[src/rtl/puf_challenge_sequencer_if.sv]
// Result channel of the PUF challenge sequencer: valid/ready handshake
// carrying {challenge, voted response}. With PUF_STABILITY_EN defined the
// channel also carries a per-bit "votes were not unanimous" flag.
interface puf_challenge_sequencer_if;
    logic       resp_valid;
    logic       resp_ready;
    logic [7:0] resp_challenge;
    logic [7:0] resp_data;
`ifdef PUF_STABILITY_EN
    logic [7:0] resp_unstable;
`endif

`ifdef PUF_STABILITY_EN
    modport master (output resp_valid, resp_challenge, resp_data, resp_unstable,
                    input  resp_ready);
    modport slave  (input  resp_valid, resp_challenge, resp_data, resp_unstable,
                    output resp_ready);
`else
    modport master (output resp_valid, resp_challenge, resp_data,
                    input  resp_ready);
    modport slave  (input  resp_valid, resp_challenge, resp_data,
                    output resp_ready);
`endif
endinterface

[src/rtl/puf_challenge_sequencer.sv]
// Arbiter-PUF challenge/response sequencer.
// Walks an 8-bit LFSR challenge stream, launches VOTES measurements per
// challenge, majority-votes the synchronized responses and hands out
// {challenge, response} words over a valid/ready channel.
// Optional macro PUF_STABILITY_EN adds resp_unstable (non-unanimous bits).
module puf_challenge_sequencer #(
    parameter int SETTLE_CYC = 4,
    parameter int HOLD_CYC   = 4,
    parameter int VOTES      = 5
) (
    input  logic       clk,
    input  logic       rst_n,
    input  logic       start,
    input  logic       abort,
    input  logic [7:0] seed,
    input  logic [7:0] count,
    output logic       busy,
    output logic       done,
    output logic [7:0] puf_challenge,
    output logic       puf_pulse,
    input  logic [7:0] puf_response,
    puf_challenge_sequencer_if.master resp
);

    localparam logic [7:0] SETTLE_LAST = 8'(SETTLE_CYC - 1);
    localparam logic [7:0] HOLD_LAST   = 8'(HOLD_CYC - 1);
    localparam logic [3:0] VOTES_LAST  = 4'(VOTES - 1);
    localparam logic [3:0] VOTES_HALF  = 4'(VOTES / 2);
`ifdef PUF_STABILITY_EN
    localparam logic [3:0] VOTES_ALL   = 4'(VOTES);
`endif

    typedef enum logic [2:0] {IDLE, SETUP, FIRE, RELAX, SAMPLE, OUTPUT} state_t;

    state_t          state;
    logic [7:0]      tmr;
    logic [3:0]      vcnt;
    logic [7:0]      remaining;
    logic [7:0]      lfsr;
    logic [7:0][3:0] cnt;
    logic [7:0]      sync1, sync2;
    logic [7:0]      lfsr_next;
    logic [7:0]      seed_eff;
    logic [7:0]      maj;
`ifdef PUF_STABILITY_EN
    logic [7:0]      unstable;
`endif

    assign lfsr_next = {lfsr[6:0], lfsr[7] ^ lfsr[5] ^ lfsr[4] ^ lfsr[3]};
    assign seed_eff  = (seed == 8'h00) ? 8'h01 : seed;

    // Per-bit majority (and unanimity) decision from the vote counters
    always_comb begin
        maj = '0;
`ifdef PUF_STABILITY_EN
        unstable = '0;
`endif
        for (int i = 0; i < 8; i++) begin
            maj[i] = cnt[i] > VOTES_HALF;
`ifdef PUF_STABILITY_EN
            unstable[i] = (cnt[i] != 4'd0) && (cnt[i] != VOTES_ALL);
`endif
        end
    end

    // Two-flop synchronizer for the asynchronous arbiter outputs
    always_ff @(posedge clk or negedge rst_n) begin
        if (!rst_n) begin
            sync1 <= '0;
            sync2 <= '0;
        end else begin
            sync1 <= puf_response;
            sync2 <= sync1;
        end
    end

    // Sequencer FSM: settle -> fire -> relax -> sample per vote, then output
    always_ff @(posedge clk or negedge rst_n) begin
        if (!rst_n) begin
            state               <= IDLE;
            tmr                 <= '0;
            vcnt                <= '0;
            remaining           <= '0;
            lfsr                <= '0;
            cnt                 <= '0;
            busy                <= 1'b0;
            done                <= 1'b0;
            puf_challenge       <= '0;
            puf_pulse           <= 1'b0;
            resp.resp_valid     <= 1'b0;
            resp.resp_challenge <= '0;
            resp.resp_data      <= '0;
`ifdef PUF_STABILITY_EN
            resp.resp_unstable  <= '0;
`endif
        end else begin
            done <= 1'b0;
            // abort wins over everything, including a same-cycle handshake
            if (abort && state != IDLE) begin
                state           <= IDLE;
                busy            <= 1'b0;
                puf_pulse       <= 1'b0;
                resp.resp_valid <= 1'b0;
            end else begin
                case (state)
                    IDLE: begin
                        if (start) begin
                            if (count == 8'd0) begin
                                done <= 1'b1;
                            end else begin
                                lfsr          <= seed_eff;
                                puf_challenge <= seed_eff;
                                remaining     <= count;
                                cnt           <= '0;
                                vcnt          <= '0;
                                tmr           <= '0;
                                busy          <= 1'b1;
                                state         <= SETUP;
                            end
                        end
                    end
                    SETUP: begin
                        if (tmr == SETTLE_LAST) begin
                            tmr       <= '0;
                            puf_pulse <= 1'b1;
                            state     <= FIRE;
                        end else begin
                            tmr <= tmr + 8'd1;
                        end
                    end
                    FIRE: begin
                        if (tmr == HOLD_LAST) begin
                            tmr       <= '0;
                            puf_pulse <= 1'b0;
                            state     <= RELAX;
                        end else begin
                            tmr <= tmr + 8'd1;
                        end
                    end
                    RELAX: begin
                        if (tmr == HOLD_LAST) begin
                            tmr   <= '0;
                            state <= SAMPLE;
                        end else begin
                            tmr <= tmr + 8'd1;
                        end
                    end
                    SAMPLE: begin
                        for (int i = 0; i < 8; i++)
                            cnt[i] <= cnt[i] + 4'(sync2[i]);
                        if (vcnt == VOTES_LAST) begin
                            vcnt  <= '0;
                            state <= OUTPUT;
                        end else begin
                            vcnt  <= vcnt + 4'd1;
                            state <= SETUP;
                        end
                    end
                    OUTPUT: begin
                        // first cycle registers the voted word (counters now
                        // include the last sample); it then holds until taken
                        if (!resp.resp_valid) begin
                            resp.resp_valid     <= 1'b1;
                            resp.resp_challenge <= lfsr;
                            resp.resp_data      <= maj;
`ifdef PUF_STABILITY_EN
                            resp.resp_unstable  <= unstable;
`endif
                        end else if (resp.resp_ready) begin
                            resp.resp_valid <= 1'b0;
                            remaining       <= remaining - 8'd1;
                            if (remaining == 8'd1) begin
                                done  <= 1'b1;
                                busy  <= 1'b0;
                                state <= IDLE;
                            end else begin
                                lfsr          <= lfsr_next;
                                puf_challenge <= lfsr_next;
                                cnt           <= '0;
                                state         <= SETUP;
                            end
                        end
                    end
                    default: state <= IDLE;
                endcase
            end
        end
    end

endmodule

[src/flat_wrapper.sv]
// flat-port wrapper written by rule: the top's interface ports become plain ports
module puf_challenge_sequencer_flat 
#(
    parameter int SETTLE_CYC = 4,
    parameter int HOLD_CYC   = 4,
    parameter int VOTES      = 5
)
  (clk, rst_n, start, abort, seed, count, busy, done, puf_challenge, puf_pulse, puf_response, resp_resp_valid, resp_resp_challenge, resp_resp_data, resp_resp_ready);
  puf_challenge_sequencer_if resp_i ();
  input  logic clk;
  input  logic rst_n;
  input  logic start;
  input  logic abort;
  input  logic [7:0] seed;
  input  logic [7:0] count;
  output logic busy;
  output logic done;
  output logic [7:0] puf_challenge;
  output logic puf_pulse;
  input  logic [7:0] puf_response;
  output wire logic [$bits(resp_i.resp_valid)-1:0] resp_resp_valid;
  output wire logic [$bits(resp_i.resp_challenge)-1:0] resp_resp_challenge;
  output wire logic [$bits(resp_i.resp_data)-1:0] resp_resp_data;
  input wire logic [$bits(resp_i.resp_ready)-1:0] resp_resp_ready;
  assign resp_resp_valid = resp_i.resp_valid;
  assign resp_resp_challenge = resp_i.resp_challenge;
  assign resp_resp_data = resp_i.resp_data;
  assign resp_i.resp_ready = resp_resp_ready;
  puf_challenge_sequencer #(.SETTLE_CYC(SETTLE_CYC), .HOLD_CYC(HOLD_CYC), .VOTES(VOTES)) u_core (.clk(clk), .rst_n(rst_n), .start(start), .abort(abort), .seed(seed), .count(count), .busy(busy), .done(done), .puf_challenge(puf_challenge), .puf_pulse(puf_pulse), .puf_response(puf_response), .resp(resp_i));
endmodule
[config.mk]
export PLATFORM = sky130hd
export DESIGN_NAME = puf_challenge_sequencer_flat
export DESIGN_NICKNAME = d
export VERILOG_FILES = /design/src/rtl/puf_challenge_sequencer_if.sv /design/src/rtl/puf_challenge_sequencer.sv /design/src/flat_wrapper.sv
export SDC_FILE = /design/constraint.sdc
export NUM_CORES = 1
export LEC_CHECK = 0
export CAP_MARGIN = 20
export CORE_MARGIN = 3
export CORE_UTILIZATION = 57
export DETAILED_ROUTE_END_ITERATION = 10
export DONT_BUFFER_PORTS = 1
export GPL_ROUTABILITY_DRIVEN = 0
export PLACE_DENSITY_LB_ADDON = 0.2
export RECOVER_POWER = 25
export SYNTH_ARGS = -nofsm -noshare
export SYNTH_HDL_FRONTEND = slang
export SYNTH_SLANG_ARGS = --single-unit
[constraint.sdc]
create_clock -name clk -period 1.9 [get_ports clk]
set_input_delay 0.19 -clock clk [delete_from_list [all_inputs] [get_ports clk]]
set_output_delay 0.19 -clock clk [all_outputs]
set_load 0.02 [all_outputs]
==> out/results.ini <==
[clocking]
ctsLongestPathBuffers = 2
cts_root_buf = clkbuf_8
cts.htree.levels = 3
insertion_delay_ns = 0.36
cts_buffers = 9
cts_sinks = 99
tritoncts = built
ctsHoldBuffers = 10
clk_pin_slew_ns = 0.10

[setup_path]
max_stage_delay_ns = 0.44
crit_fanout = 6
required_ns = 2.16
slowest_stage = a221o_2
crit_chain = buf_6 -> buf_8 -> a221o_1 -> a221o_2 -> clkbuf_16 -> o21ai_2 -> o21ai_1
crit_buf_inv = 3
cp_top_family = compound AO/OA/AOI/OAI gates
critical_path_class = reg -> reg
crit_arrival_ns = 2.17
endpoint_kind = register
critPathLaunchType = register

[logic_synthesis]
ys_ff_latch = 99
synth.top_cells.by_area = dfrtp_1 (51%), nand2_1 (6.2%), ha_1 (5.4%), o21ai_0 (5.0%), nor2_1 (2.8%)
yosysTopAreaCell = dfrtp_1
netlist.area_leader.share = 0.511
synth-async-reset-ratio = 1.00
yosysWarnings = 0
synth-main-ff-cell = dfrtp_1
synth_edf_count = 0
post_synth_num_cell_types = 60
synth_nets = 533
post_synth.cell_area_avg_um2 = 10.0
yosysSeqAreaShare = 0.511
synthCells = 483
syn_area_um2 = 4840

[cells_and_area]
area_growth_pct = 19.7
final_cell_mix = dfrtp_1 (98), nand2_1 (80), buf_4 (40)
final_cells = 639
drive_above_1_share = 0.223
n_antenna_cell = 0
fin_nets = 582
final_common_cell = dfrtp_1

[sta]
final.period_utilization = 1.01
setup_ws_ns = -0.0152
clock.fmax_ghz = 0.522
finalHoldViolCount = 99
setup_violations = 4
worst_slew_pin_slew_ns = 0.517
hold_ws_ns = -0.493
relSlewSlack = 0.653
slew_violations = 0
skew_ns = 0.0118
period_needed_ns = 1.92
rsz0062_at_grt = true

[routing]
post_drt_wl_per_cell_um = 16.9
viasPerCell = 5.92
drtAntennaViolNets = 0
drc = 0
dr.pass1.iters = 4
initialDrtViolationCount = 142
vias = 3782
routed_wirelength_um = 10800

[global_routing]
gr-total-overflow = 0
grt_usage = 0.212
grt_pass1_wl_um = 16800
grt_start_max_net_pins = 100
grt_pass1_vias = 3634
antenna_found_initial = 0

[pwr]
pwr-share-comb = 0.347
internal_power_mw = 4.21
clock_power_share = 0.218
p_seq_frac = 0.434
finalPower_mw = 6.43
leakagePower_nw = 2.64
ir_drop_mv = 0.712
p_switching_mw = 2.22
powerDensity_nw_per_um2 = 1110
p_sw_frac = 0.346

[die]
rows = 32
dieHeight_um = 98.2
core_region_area_um2 = 7970
start_util = 0.608
ios = 57
die_w_um = 98.2
die-area_um2 = 9640

[outcome]
violations = negative hold slack, negative setup slack
status = complete, but fails checks

[placement]
io_buffers = 0
dp_slack_ns = -0.0521
dp_cells = 594
hpwlAfterDp_um = 6710

[job]
drv_cap = 0

[hold_path]
hold_path.class = in -> async

## registers in the layout (all words and copies together), names as in the netlist
name and flops:
u_core.cnt 32, u_core.puf_challenge 8, u_core.remaining 8, u_core.resp.resp_challenge 8, u_core.resp.resp_data 8, u_core.sync1 8, u_core.sync2 8, u_core.tmr 8
u_core.vcnt 4, u_core.state 3, u_core.busy 1, u_core.done 1, u_core.puf_pulse 1, u_core.resp.resp_valid 1
## routing by layer
layer  up-vias  wire length [um]  GRT usage
li1       1833                 -          -
met1      1846              4660      0.277
met2        92              5500      0.353
met3        11               520     0.0557
met4         0               102     0.0546
met5         -                 0          0
## power groups by stage
stage / sequential (mW) / combinational, mW / clock [mW]
after floorplan: 2.75 / 1.17 / 0
after global placement: 2.81 / 1.52 / 0
after detailed placement: 2.83 / 1.57 / 0
after CTS: 2.78 / 1.73 / 1.44
after global routing: 2.83 / 2.38 / 1.53
final: 2.79 / 2.23 / 1.40
## synthesized netlist by cell type, types with 8 or more instances
| master | number |
|---|---|
| a21oi_1 | 23 |
| clkbuf_1 | 11 |
| ha_1 | 21 |
| mux2_2 | 8 |
| nor3_1 | 10 |
| o21ai_0 | 48 |
| nand4_1 | 8 |
| dfrtp_1 | 99 |
| nor2_1 | 36 |
| o21ai_1 | 14 |
| a211oi_1 | 10 |
| mux2_4 | 8 |
| nand2_1 | 80 |
| a31oi_1 | 14 |
## through the flow
| step | util | area, um^2 | setup TNS [ns] | hold slack (ns) |
|---|---|---|---|---|
| 2_1_floorplan | - | 4850 | -0.0171 | -0.106 |
| 3_3_place_gp | 0.642 | 5120 | -0.491 | -0.103 |
| 3_5_place_dp | 0.642 | 5120 | -0.387 | -0.103 |
| 4_1_cts | 0.693 | 5520 | -0.0483 | -0.509 |
| 5_1_grt | 0.728 | 5800 | -1.07 | -0.528 |
| 6_report | 0.728 | 5800 | -0.0399 | -0.493 |
## logic make-up after synthesis
kind of cell	share of synthesized area
AOI/OAI and AO/OA	0.176
xor gates and xnor gates	0.00904
adders and majority gates	0.0563
buffers and inverters	0.0287
DFF	0.511
muxes	0.0455
and+or+nand+nor	0.174
## final timing paths
check	depth (start not counted)	endpoint	slack, ns	from
max in group asynchronous	0	u_core.state[2]	2.27	rst_n
max reg2reg	7	u_core.cnt[27]	-0.02	u_core.state[2]
min in group clk	2	u_core.remaining[1]	0.02	count[1]
min reg2reg	0	u_core.sync2[3]	0.35	u_core.sync1[3]
max	7	u_core.cnt[27]	-0.02	u_core.state[2]
min	0	u_core.resp.resp_data[6]	-0.49	rst_n
## area by class of cell
class	instances	area [um^2]
Clock buffer	10	138
Clock inverter	6	73.8
Fill cell	522	2170
Inverter	5	18.8
Multi-Input combinational cell	356	2360
Sequential cell	99	2480
Tap cell	102	128
Timing Repair Buffer	61	604
## worst register-to-register path, cell delays in order (launching register included)
cell and delay [ns]:
dfrtp_2 0.43, buf_6 0.13, buf_8 0.12, a221o_1 0.31, a221o_2 0.44, clkbuf_16 0.22
o21ai_2 0.10, o21ai_1 0.07
## timing repair
| action | 4_1_cts | 5_1_grt |
|---|---|---|
| endpoints found under the hold margin | 111 | 99 |
| resized for setup | 6 | 41 |
| endpoints found under the setup margin | 42 | 65 |
| cloned | 0 | 5 |
| buffers inserted | 7 | 8 |
| pin swaps | 4 | 20 |
(Power assumes the default switching activity.)
